===== src/rtl/alu_defs.sv =====
// Shared encodings for the ALU function select and write-back source select.
// The controller decodes instructions into these same values.
package alu_defs;

   typedef logic [2:0] alu_op_t;

   localparam alu_op_t ALU_ZERO  = 3'd0;
   localparam alu_op_t ALU_ADD   = 3'd1;
   localparam alu_op_t ALU_SUB   = 3'd2;
   localparam alu_op_t ALU_PASSA = 3'd3;
   localparam alu_op_t ALU_XOR   = 3'd4;
   localparam alu_op_t ALU_OR    = 3'd5;
   localparam alu_op_t ALU_AND   = 3'd6;
   localparam alu_op_t ALU_INC   = 3'd7;

   localparam logic WB_ALU = 1'b0;
   localparam logic WB_MEM = 1'b1;

endpackage


===== src/rtl/datapath_unit_register_file.sv =====
// Register file: 2**ADDR_W words, one synchronous write port, two enabled
// combinational read ports. Reads see pre-edge contents, so there is no bypass.
module register_file #(
   parameter int DATA_W = 16,
   parameter int ADDR_W = 4
) (
   input  logic              clock,
   input  logic              clear,
   input  logic [ADDR_W-1:0] w_addr,
   input  logic              w_wr,
   input  logic [DATA_W-1:0] w_data,
   input  logic [ADDR_W-1:0] ra_addr,
   input  logic              ra_rd,
   input  logic [ADDR_W-1:0] rb_addr,
   input  logic              rb_rd,
   output logic [DATA_W-1:0] ra_data,
   output logic [DATA_W-1:0] rb_data
);

   localparam int DEPTH = 2 ** ADDR_W;

   logic [DATA_W-1:0] word_view [DEPTH];

   genvar gi;
   generate
      for (gi = 0; gi < DEPTH; gi++) begin : g_word
         logic [DATA_W-1:0] word_d;
         logic [DATA_W-1:0] word_q;

         // Next value: take the write data only when this word is addressed.
         always_comb begin
            word_d = word_q;
            if (w_wr && (w_addr == ADDR_W'(gi))) begin
               word_d = w_data;
            end
         end

         // Word storage; clear wins over a coincident write.
         always_ff @(posedge clock) begin
            if (clear) begin
               word_q <= '0;
            end else begin
               word_q <= word_d;
            end
         end

         assign word_view[gi] = word_q;
      end
   endgenerate

   assign ra_data = ra_rd ? word_view[ra_addr] : '0;
   assign rb_data = rb_rd ? word_view[rb_addr] : '0;

endmodule


===== src/rtl/datapath_unit.sv =====
// Execution datapath: register file, 8-function ALU, write-back mux and
// registered Z/N/C status flags. Never stalls; every request completes in
// the cycle it is issued.
module datapath_unit
   import alu_defs::*;
#(
   parameter int DATA_W = 16,
   parameter int ADDR_W = 4
) (
   input  logic              clock,
   input  logic              clear,
   input  logic [DATA_W-1:0] d_rdata,
   input  logic              rf_s,
   input  logic [ADDR_W-1:0] rf_w_addr,
   input  logic              rf_w_wr,
   input  logic [ADDR_W-1:0] rf_ra_addr,
   input  logic              rf_ra_rd,
   input  logic [ADDR_W-1:0] rf_rb_addr,
   input  logic              rf_rb_rd,
   input  logic [2:0]        alu_s0,
   output logic [DATA_W-1:0] ra_data,
   output logic [DATA_W-1:0] rb_data,
   output logic [DATA_W-1:0] alu_out,
   output logic [DATA_W-1:0] d_wdata,
   output logic              flag_z,
   output logic              flag_n,
   output logic              flag_c
);

   logic [DATA_W:0]   alu_wide;
   logic              alu_carry;
   logic [DATA_W-1:0] wb_data;
   logic              flag_z_d, flag_n_d, flag_c_d;
   logic              flag_z_q, flag_n_q, flag_c_q;

   register_file #(
      .DATA_W (DATA_W),
      .ADDR_W (ADDR_W)
   ) u_rf (
      .clock   (clock),
      .clear   (clear),
      .w_addr  (rf_w_addr),
      .w_wr    (rf_w_wr),
      .w_data  (wb_data),
      .ra_addr (rf_ra_addr),
      .ra_rd   (rf_ra_rd),
      .rb_addr (rf_rb_addr),
      .rb_rd   (rf_rb_rd),
      .ra_data (ra_data),
      .rb_data (rb_data)
   );

   // ALU evaluated one bit wider so the top bit is the carry (ADD/INC) or
   // borrow (SUB, since the wrapped difference sets it exactly when A<B).
   always_comb begin
      alu_wide = '0;
      unique case (alu_op_t'(alu_s0))
         ALU_ZERO:  alu_wide = '0;
         ALU_ADD:   alu_wide = {1'b0, ra_data} + {1'b0, rb_data};
         ALU_SUB:   alu_wide = {1'b0, ra_data} - {1'b0, rb_data};
         ALU_PASSA: alu_wide = {1'b0, ra_data};
         ALU_XOR:   alu_wide = {1'b0, ra_data ^ rb_data};
         ALU_OR:    alu_wide = {1'b0, ra_data | rb_data};
         ALU_AND:   alu_wide = {1'b0, ra_data & rb_data};
         ALU_INC:   alu_wide = {1'b0, ra_data} + {{DATA_W{1'b0}}, 1'b1};
         default:   alu_wide = '0;
      endcase
   end

   assign alu_out   = alu_wide[DATA_W-1:0];
   assign alu_carry = alu_wide[DATA_W];
   assign wb_data   = (rf_s == WB_MEM) ? d_rdata : alu_out;
   assign d_wdata   = ra_data;

   // Flags capture only on ALU write-backs; loads and idle cycles hold them.
   always_comb begin
      flag_z_d = flag_z_q;
      flag_n_d = flag_n_q;
      flag_c_d = flag_c_q;
      if (rf_w_wr && (rf_s == WB_ALU)) begin
         flag_z_d = (alu_out == '0);
         flag_n_d = alu_out[DATA_W-1];
         flag_c_d = alu_carry;
      end
   end

   // Flag registers with synchronous clear.
   always_ff @(posedge clock) begin
      if (clear) begin
         flag_z_q <= 1'b0;
         flag_n_q <= 1'b0;
         flag_c_q <= 1'b0;
      end else begin
         flag_z_q <= flag_z_d;
         flag_n_q <= flag_n_d;
         flag_c_q <= flag_c_d;
      end
   end

   assign flag_z = flag_z_q;
   assign flag_n = flag_n_q;
   assign flag_c = flag_c_q;

endmodule


===== config.mk =====
export PLATFORM = sky130hd
export DESIGN_NAME = datapath_unit
export DESIGN_NICKNAME = d
export VERILOG_FILES = /design/src/rtl/alu_defs.sv /design/src/rtl/datapath_unit_register_file.sv /design/src/rtl/datapath_unit.sv
export SDC_FILE = /design/constraint.sdc
export NUM_CORES = 1
export LEC_CHECK = 0
export CAP_MARGIN = 0
export CELL_PAD_IN_SITES_DETAIL_PLACEMENT = 0
export CELL_PAD_IN_SITES_GLOBAL_PLACEMENT = 2
export CORE_ASPECT_RATIO = 0.8
export CORE_MARGIN = 2
export CORE_UTILIZATION = 25
export CTS_BUF_LIST = sky130_fd_sc_hd__clkbuf_4
export DETAILED_ROUTE_END_ITERATION = 6
export PLACE_DENSITY = 0.54
export SYNTH_ARGS = -nofsm -noshare
export SYNTH_HDL_FRONTEND = slang
export SYNTH_SLANG_ARGS = --single-unit

===== constraint.sdc =====
create_clock -name clock -period 15.6 [get_ports clock]
set_clock_uncertainty 0.2 [all_clocks]
set_input_delay 1.56 -clock clock [delete_from_list [all_inputs] [get_ports clock]]
set_output_delay 1.56 -clock clock [all_outputs]
set_load 0.03 [all_outputs]

==> reports/summary.log, run 1 <==
qor: clocking.post_cts_resized 0
qor: floorplanning.core_area 0.0630 mm2
qor: logic_synthesis.asr_flop_ratio_synth 0
qor: global_route.largest_net_degree_at_the_start_of_global_routing 86
qor: worst_setup_path.cells_traversed_along_the_worst_timing_path buf_2 -> buf_4 -> nor2b_1 -> nand2_1 -> a41oi_1 -> inv_2 -> nor4_4 -> a21oi_1 -> xnor2_1 -> nor2_1 -> ha_1 -> nand4_1 -> a211oi_1 -> a211o_1 -> a221oi_1 -> or4b_1 -> nand3_1 -> clkdlybuf4s50_1
qor: floorplanning.io_pins 104
qor: logic_synthesis.synthFlopType sky130_fd_sc_hd__dfxtp_1
qor: placed_design.dp.final_hpwl 48300 um
qor: logic_synthesis.cell_taking_the_most_area_after_synthesis sky130_fd_sc_hd__dfxtp_1
qor: floorplanning.fp.dieW 287 um
qor: floorplanning.dieArea 0.0661 mm2
qor: clocking.cts.sink_count 259
qor: drt.route.vias.total 14.6k
qor: clocking.tritoncts built
qor: placed_design.place_congestion 0.891
qor: placed_design.placement.io_buffers 103
qor: final_layout.drive_gt1_frac 0.170
qor: sta.relSlewSlack -0.0606
qor: sta.report.final.setup_viol 0
qor: logic_synthesis.dominant_combinational_cell_family_by_area_after_synthesis multiplexers
qor: hold_path.holdCritPathClass flop to flop
qor: placed_design.dp_slack 6150 ps
qor: global_route.use_met2 0.340
qor: drt.postRouteWirelength 74300 um
qor: sta.fmax 0.105 GHz
qor: clocking.cts.root.buffer_cell sky130_fd_sc_hd__clkbuf_4
qor: logic_synthesis.post_synth_instance_area 0.0160 mm2
qor: logic_synthesis.synth_seq_cells 259
qor: logic_synthesis.most_frequent_cells_after_synthesis sky130_fd_sc_hd__nand2_1 (510), sky130_fd_sc_hd__a21oi_1 (260), sky130_fd_sc_hd__dfxtp_1 (259)
qor: logic_synthesis.yosysWarnings 0
qor: worst_setup_path.timing.critical_path.slowest_cell_delay 830 ps
qor: power.design_power_total 1540 uW
qor: flow_run.max_cap_viol_count 1
qor: logic_synthesis.synth_fa_ha_area_frac 0.0395
qor: sta.tightest_slew 1590 ps
qor: sta.unrepaired_setup_endpoints_after_global_routing no
qor: logic_synthesis.synthesis.instances 1866
qor: clocking.cts.clk_slew.worst_paths 60 ps
qor: global_route.globalRoute.busiestLayer met2
qor: global_route.grt.total_usage 0.223
qor: logic_synthesis.yosysSeqAreaShare 0.324
qor: drt.post_drt_wl_per_cell 26.4 um
qor: drt.detailedRoute.firstPassIterationCount 7
qor: logic_synthesis.synth_top_cell_area_share 0.324
qor: worst_setup_path.arrival_time_of_data_at_the_critical_path_endpoint 7750 ps
qor: global_route.initial_antenna_violation_count 2
qor: final_layout.fill_cells 6726
qor: global_route.grt_pass1_wl 106000 um
qor: floorplanning.placement_rows 82
qor: global_route.global_route.overflow_total 0
qor: logic_synthesis.largest_cells_by_area_after_synthesis sky130_fd_sc_hd__dfxtp_1 (32%), sky130_fd_sc_hd__mux4_2 (16%), sky130_fd_sc_hd__nand2_1 (12%), sky130_fd_sc_hd__a21oi_1 (8.1%), sky130_fd_sc_hd__mux2i_1 (4.7%)
qor: logic_synthesis.synth_edf_count 0
qor: placed_design.dpl_cell_area 0.0176 mm2
qor: drt.viasPerCell 5.20
qor: drt.drt.antenna.violating_nets 0
qor: worst_setup_path.worst_r2r_startpoint u_rf.g_word[7].word_q[1]
qor: floorplanning.dieHeight 230 um
qor: clocking.hold_buffers_post_cts 0
qor: power.power.density_cell_area 83.3 mW/mm2
qor: status.violations capacitance limit, slew limit
qor: drt.detail_route.drc_violations 0
qor: logic_synthesis.netlist-cell-type-count 77
qor: final_layout.final_stage_net_count 2014
qor: clocking.worst_skew_pair.late_latency 800 ps
qor: logic_synthesis.synth_simple_gate_area_share 0.178
qor: logic_synthesis.yosys.area_share.xor_xnor 0.0104
qor: clocking.cts-root-to-sink-buffers 3
qor: clocking.ctsHtreeMaxLevel 3
qor: drt.drt-initial-drc-count 1214
qor: power.power_leakage 0.00652 uW
qor: hold_path.min-delay-start u_rf.g_word[6].word_q[0]
qor: global_route.gr-usage-met3 0.0423
qor: worst_setup_path.required 13840 ps
qor: floorplanning.floorplan.initialDensity 0.254
qor: global_route.met1_usage 0.327
qor: worst_setup_path.crit_type input port to primary output
qor: sta.setup-tns-final 0 ps
qor: clocking.cts_post_setup_buffers_inserted 0
qor: logic_synthesis.post_synthesis_compound_gate_area_fraction 0.156
qor: sta.layout_worst_path_cycle_share 0.610
qor: final_layout.area.growth.synth_to_final 15.3%
qor: power.vdd.ir_drop.worst 45.6 uV
qor: final_layout.post-route-cell-area 0.0185 mm2
qor: logic_synthesis.synthesis.area_per_instance 8.58 um2
qor: logic_synthesis.muxShareOfSynthArea 0.222
qor: sta.timing.final.ws_setup 6090 ps
qor: worst_setup_path.cpMaxStageDelayCell sky130_fd_sc_hd__nor2b_1
qor: worst_setup_path.setup_crit_end_kind primary output
qor: worst_setup_path.critPathMaxFanout 39
qor: global_route.grt_pass1_vias 14.2k
qor: sta.period_needed 9510 ps
qor: sta.slew_violations 7
qor: status.run_status complete, but fails checks
qor: clocking.numCtsBuffers 77
qor: worst_setup_path.startpoint_type input port
qor: sta.final-hold-violation-count 0
qor: worst_setup_path.timing.critical_path.from rf_rb_addr[2]
qor: logic_synthesis.syn-num-nets 1953
qor: logic_synthesis.synth.most_common_cell sky130_fd_sc_hd__nand2_1
per-layer routing:
layer | wire [um] | part of all wire
met1 | 36500 | 0.49
met2 | 32600 | 0.44
met3 | 3940 | 0.053
met4 | 1250 | 0.017
met5 | 0 | 0
critical path, delay by kind of cell:
kind,cells,cell delay [ps]
AOI/OAI and AO/OA,5,1600
xor gates and xnor gates,1,170
adders and majority gates,1,380
buffers and inverters,4,1550
and+or+nand+nor,7,2430
flip-flops by register name, summed over array words and instances (netlist names):
register	flops
flag_c	1
u_rf.g_word.word_q	256
flag_z	1
flag_n	1
cells in the final DEF, fill, tap and decap left out, types with 4 or more instances in the layout:
| master | Yosys | layout |
|---|---|---|
| sky130_fd_sc_hd__a21oi_1 | 260 | 260 |
| sky130_fd_sc_hd__a211oi_1 | 7 | 7 |
| sky130_fd_sc_hd__clkbuf_4 | 0 | 110 |
| sky130_fd_sc_hd__clkinv_2 | 0 | 4 |
| sky130_fd_sc_hd__mux2i_1 | 75 | 75 |
| sky130_fd_sc_hd__a221oi_1 | 4 | 4 |
| sky130_fd_sc_hd__mux2_2 | 14 | 14 |
| sky130_fd_sc_hd__mux4_2 | 113 | 113 |
| sky130_fd_sc_hd__diode_2 | 0 | 4 |
| sky130_fd_sc_hd__xnor2_1 | 14 | 14 |
| sky130_fd_sc_hd__o21bai_1 | 4 | 4 |
| sky130_fd_sc_hd__dfxtp_1 | 259 | 259 |
| sky130_fd_sc_hd__a22oi_1 | 22 | 22 |
| sky130_fd_sc_hd__o21ai_1 | 12 | 12 |
| sky130_fd_sc_hd__nor3_2 | 0 | 4 |
| sky130_fd_sc_hd__a22o_1 | 4 | 4 |
| sky130_fd_sc_hd__a31oi_1 | 7 | 7 |
| sky130_fd_sc_hd__and2_1 | 4 | 4 |
| sky130_fd_sc_hd__nand3_1 | 38 | 36 |
| sky130_fd_sc_hd__nor2b_1 | 7 | 7 |
| sky130_fd_sc_hd__nor2_1 | 76 | 76 |
| sky130_fd_sc_hd__o22ai_1 | 22 | 22 |
| sky130_fd_sc_hd__nand2b_1 | 7 | 7 |
| sky130_fd_sc_hd__buf_4 | 40 | 55 |
| sky130_fd_sc_hd__nor3_1 | 11 | 7 |
| sky130_fd_sc_hd__ha_1 | 49 | 49 |
| sky130_fd_sc_hd__clkinv_1 | 1 | 4 |
| sky130_fd_sc_hd__clkdlybuf4s50_1 | 0 | 98 |
| sky130_fd_sc_hd__inv_2 | 5 | 8 |
| sky130_fd_sc_hd__xor2_1 | 5 | 5 |
| sky130_fd_sc_hd__o211ai_2 | 4 | 4 |
| sky130_fd_sc_hd__inv_1 | 43 | 43 |
| sky130_fd_sc_hd__a2111oi_0 | 4 | 4 |
| sky130_fd_sc_hd__and3_1 | 6 | 6 |
| sky130_fd_sc_hd__a21o_1 | 6 | 6 |
| sky130_fd_sc_hd__nand2_1 | 510 | 510 |
| sky130_fd_sc_hd__o21ai_0 | 31 | 31 |
cell families (layout without fill, tap and decap cells):
group | count (synthesis) | in the layout
AO/OA/AOI/OAI | 422 | 422
XOR/XNOR | 19 | 19
flip-flops | 259 | 259
adder cells (fa/ha/maj) | 50 | 50
buffers and inverters | 223 | 326
AND/OR/NAND/NOR | 687 | 687
multiplexers | 206 | 206
other | 0 | 4
layout make-up:
cell class	count	area (um2)	share of cell area
Inverter	49	184	0.00996
Clock buffer	110	826	0.0447
Sequential cell	259	5180	0.281
Tap cell	840	1050	0.0569
Clock inverter	11	50.0	0.00271
Multi-Input combinational cell	1384	9730	0.527
Timing Repair Buffer	156	1420	0.0771
Antenna cell	4	10.0	0.000542
power breakdown:
| part | internal [uW] | switching (uW) |
|---|---|---|
| Sequential | 668 | 4.99 |
| Combinational | 70.4 | 152 |
| Clock | 319 | 323 |
| Total | 1060 | 480 |
path summary, 6_finish.rpt:
path	endpoint	slack, ps	depth (start not counted)
worst max register to register	u_rf.g_word[12].word_q[15]	9460	17
worst min register to register	u_rf.g_word[6].word_q[0]	260	2
worst min-delay path	u_rf.g_word[6].word_q[0]	260	2
worst max-delay path	alu_out[15]	6090	18
per-stage QoR:
stage | cells | utilization | hold WS [ps]
final | 2813 | 0.293 | 265
after global routing | 2812 | 0.293 | 283
after CTS | 2809 | 0.293 | 267
after detailed placement | 2688 | 0.279 | 258
after global placement | 2688 | 0.279 | 251
after floorplan | 1866 | - | 241
No activity file was read; power rests on OpenSTA's default activity.
==> run 2: changes to the inputs <==
- clock period: 15.6 -> 9.6 ns (I/O delays scaled with it)
==> run 2 against run 1 <==
  * The run ends with DRC left
  * Non-clock buffer count rose by 2
  * Via count rose by 1.8%
  * Routed wire length rose by 1.9%
  * First-iteration DRC count rose by 15%
  * Clock-buffer cell count rose by 5
  * Critical path depth fell by 1
  * Power rose by 69%
  * Critical endpoint unchanged
  * Largest power group is now clock
==> reports/summary.log, run 2 (synthesis results as in run 1) <==
qor: sta.report.final.setup_viol 0 [unchanged]
qor: drt.route.vias.total 14.9k [+1.8%]
qor: clocking.cts.clk_slew.worst_paths 60 ps [about the same]
qor: sta.setup-tns-final 0 ps [unchanged]
qor: global_route.grt_pass1_vias 14.4k [+1.3%]
qor: clocking.ctsHtreeMaxLevel 3 [unchanged]
qor: power.design_power_total 2600 uW [+69%]
qor: final_layout.registers.top_by_ff_count u_rf.g_word.word_q
qor: global_route.largest_net_degree_at_the_start_of_global_routing 71 [-17%]
qor: sta.tightest_slew 1100 ps [-483 ps]
qor: worst_setup_path.crit_type input port to primary output
qor: final_layout.drive_gt1_frac 0.173 [+0.00242]
qor: worst_setup_path.setup_crit_end_kind primary output
qor: floorplanning.io_pins 104 [unchanged]
qor: sta.layout_worst_path_cycle_share 0.926
qor: clocking.cts-root-to-sink-buffers 3 [unchanged]
qor: clocking.post_cts_resized 0 [unchanged]
qor: clocking.worst_skew_pair.late_latency 830 ps [+30 ps]
qor: final_layout.most-common-layout-cells sky130_fd_sc_hd__nand2_1 (509), sky130_fd_sc_hd__a21oi_1 (260), sky130_fd_sc_hd__dfxtp_1 (259)
qor: final_layout.final_stage_net_count 2017 [+0.15%]
qor: power.pwr-share-clk 0.440 [+0.022]
qor: worst_setup_path.cells_traversed_along_the_worst_timing_path clkdlybuf4s50_1 -> buf_4 -> a2111oi_0 -> buf_4 -> o31a_1 -> inv_1 -> nor4_4 -> or3_1 -> a21oi_1 -> ha_1 -> a211oi_1 -> o211ai_1 -> a211o_1 -> a221oi_1 -> nand4b_1 -> nand3_1 -> clkdlybuf4s50_1
qor: final_layout.layout_commonest_cell sky130_fd_sc_hd__nand2_1
qor: placed_design.cell_count_post_placement 2690 [+0.074%]
qor: status.run_status complete, but fails checks
qor: clocking.tritoncts built
qor: power.comb_power_share 0.140 [-0.005]
qor: clocking.cts.root.buffer_cell sky130_fd_sc_hd__clkbuf_4
qor: floorplanning.core_area 0.0630 mm2 [unchanged]
qor: power.power_leakage 0.00658 uW [+0.90%]
qor: floorplanning.fp.dieW 287 um [unchanged]
qor: drt.viasPerCell 5.28 [+1.4%]
qor: power.power.density_cell_area 140 mW/mm2 [+68%]
qor: power.proportion_of_power_drawn_by_flip_flops_and_latches 0.420 [-0.018]
qor: clocking.cts_post_setup_buffers_inserted 0 [unchanged]
qor: global_route.grt_pass1_wl 107000 um [+1.4%]
qor: drt.drt.antenna.violating_nets 0 [unchanged]
qor: hold_path.holdCritPathClass flop to flop
qor: clocking.cts.sink_count 259 [unchanged]
qor: placed_design.dp.final_hpwl 50100 um [+3.5%]
qor: worst_setup_path.arrival_time_of_data_at_the_critical_path_endpoint 7730 ps [-20 ps]
qor: drt.detail_route.drc_violations 1 [+1]
qor: placed_design.place_congestion 0.848 [-4.8%]
qor: clocking.hold_buffers_post_cts 0 [unchanged]
qor: floorplanning.floorplan.initialDensity 0.254 [unchanged]
qor: drt.post_drt_wl_per_cell 26.8 um [+1.5%]
qor: worst_setup_path.timing.critical_path.slowest_cell_delay 980 ps [+150 ps]
qor: power.vdd.ir_drop.worst 64.0 uV [+40%]
qor: sta.fmax 0.113 GHz
qor: placed_design.placement.io_buffers 103 [unchanged]
qor: worst_setup_path.timing.critical_path.max_delay_family compound AO/OA/AOI/OAI gates
qor: global_route.initial_antenna_violation_count 6 [+4]
qor: final_layout.post_layout_nonfiller_instances 2824 [+0.39%]
qor: floorplanning.dieHeight 230 um [unchanged]
qor: sta.period_needed 8890 ps
qor: global_route.grt.total_usage 0.227 [+0.00361]
qor: flow_run.max_cap_viol_count 0 [-1]
qor: drt.detailedRoute.firstPassIterationCount 7 [unchanged]
qor: sta.final-hold-violation-count 0 [unchanged]
qor: power.switching_share 0.309 [-0.00281]
qor: worst_setup_path.cpMaxStageDelayCell sky130_fd_sc_hd__clkdlybuf4s50_1
qor: sta.relSlewSlack 0.246 [+0.307]
qor: global_route.global_route.overflow_total 0 [unchanged]
qor: status.violations DRC
qor: clocking.numCtsBuffers 78 [+1.3%]
qor: drt.drt-initial-drc-count 1400 [+15%]
qor: final_layout.largest_register_ffs 256 [unchanged]
qor: floorplanning.placement_rows 82 [unchanged]
qor: sta.unrepaired_setup_endpoints_after_global_routing no
qor: power.netSwitchingPower 805 uW [+68%]
qor: power.internal-power 1800 uW [+70%]
qor: worst_setup_path.path_buf_inv 5 [+1]
qor: sta.slew_violations 0 [-7]
qor: worst_setup_path.required 8440 ps [-5400 ps]
qor: worst_setup_path.startpoint_type input port
qor: worst_setup_path.critPathMaxFanout 15 [-62%]
qor: floorplanning.dieArea 0.0661 mm2 [unchanged]
qor: final_layout.area.growth.synth_to_final 16.0%
qor: drt.postRouteWirelength 75700 um [+1.9%]
qor: final_layout.final_core_utilization 0.295 [+0.00195]
run 2: worst register-to-register path: cells and delay by family (launching register included):
| family | cells | cell delay (ps) |
|---|---|---|
| AO/OA/AOI/OAI | 9 | 3570 |
| AND/OR/NAND/NOR | 5 | 1250 |
| buffers and inverters | 2 | 380 |
| flip-flops | 1 | 330 |
| adder cells (fa/ha/maj) | 1 | 260 |
run 2: metal layers:
| metal | GRT usage | vias to the layer above | part of all wire |
|---|---|---|---|
| li1 | - | 6742 | - |
| met1 | 0.335 | 7540 | 0.48 |
| met2 | 0.341 | 510 | 0.44 |
| met3 | 0.0356 | 107 | 0.059 |
| met4 | 0.0596 | 0 | 0.023 |
| met5 | 0 | - | 0 |
run 2: power by group through the flow:
stage,combinational (uW),clock (uW),sequential (uW)
final,364,1140,1090
after detailed placement,365,0,1120
after floorplan,231,0,1120
after CTS,365,1180,1090
after global placement,365,0,1120
after global routing,387,1240,1090
run 2: cell type report:
cell class	count	area (um2)
Fill cell	6763	44400
Multi-Input combinational cell	1384	9740
Antenna cell	2	5.00
Sequential cell	259	5180
Clock inverter	17	118
Clock buffer	115	863
Inverter	49	184
Tap cell	840	1050
Timing Repair Buffer	158	1440
run 2: through the flow:
step	setup slack, ps	area [um2]	hold WS, ps
after CTS	885	18600	269
after global placement	1020	17600	249
after detailed placement	922	17600	258
after floorplan	3350	16000	241
final	713	18600	270
after global routing	453	18600	285
run 2: final timing paths:
| check | from | cells after the start | slack [ps] | endpoint |
|---|---|---|---|---|
| worst max-delay path | rf_rb_addr[1] | 17 | 710 | alu_out[15] |
| worst min-delay path | u_rf.g_word[8].word_q[6] | 2 | 270 | u_rf.g_word[8].word_q[6] |
| worst max register to register | u_rf.g_word[0].word_q[4] | 17 | 3500 | u_rf.g_word[10].word_q[15] |
| worst min register to register | u_rf.g_word[8].word_q[6] | 2 | 270 | u_rf.g_word[8].word_q[6] |
==> run 3: changes to the inputs <==
- CTS_CLUSTER_DIAMETER: not set -> 60
==> results of run 3 <==
Same layout as run 2: the final DEF is identical, and so are final timing and power.
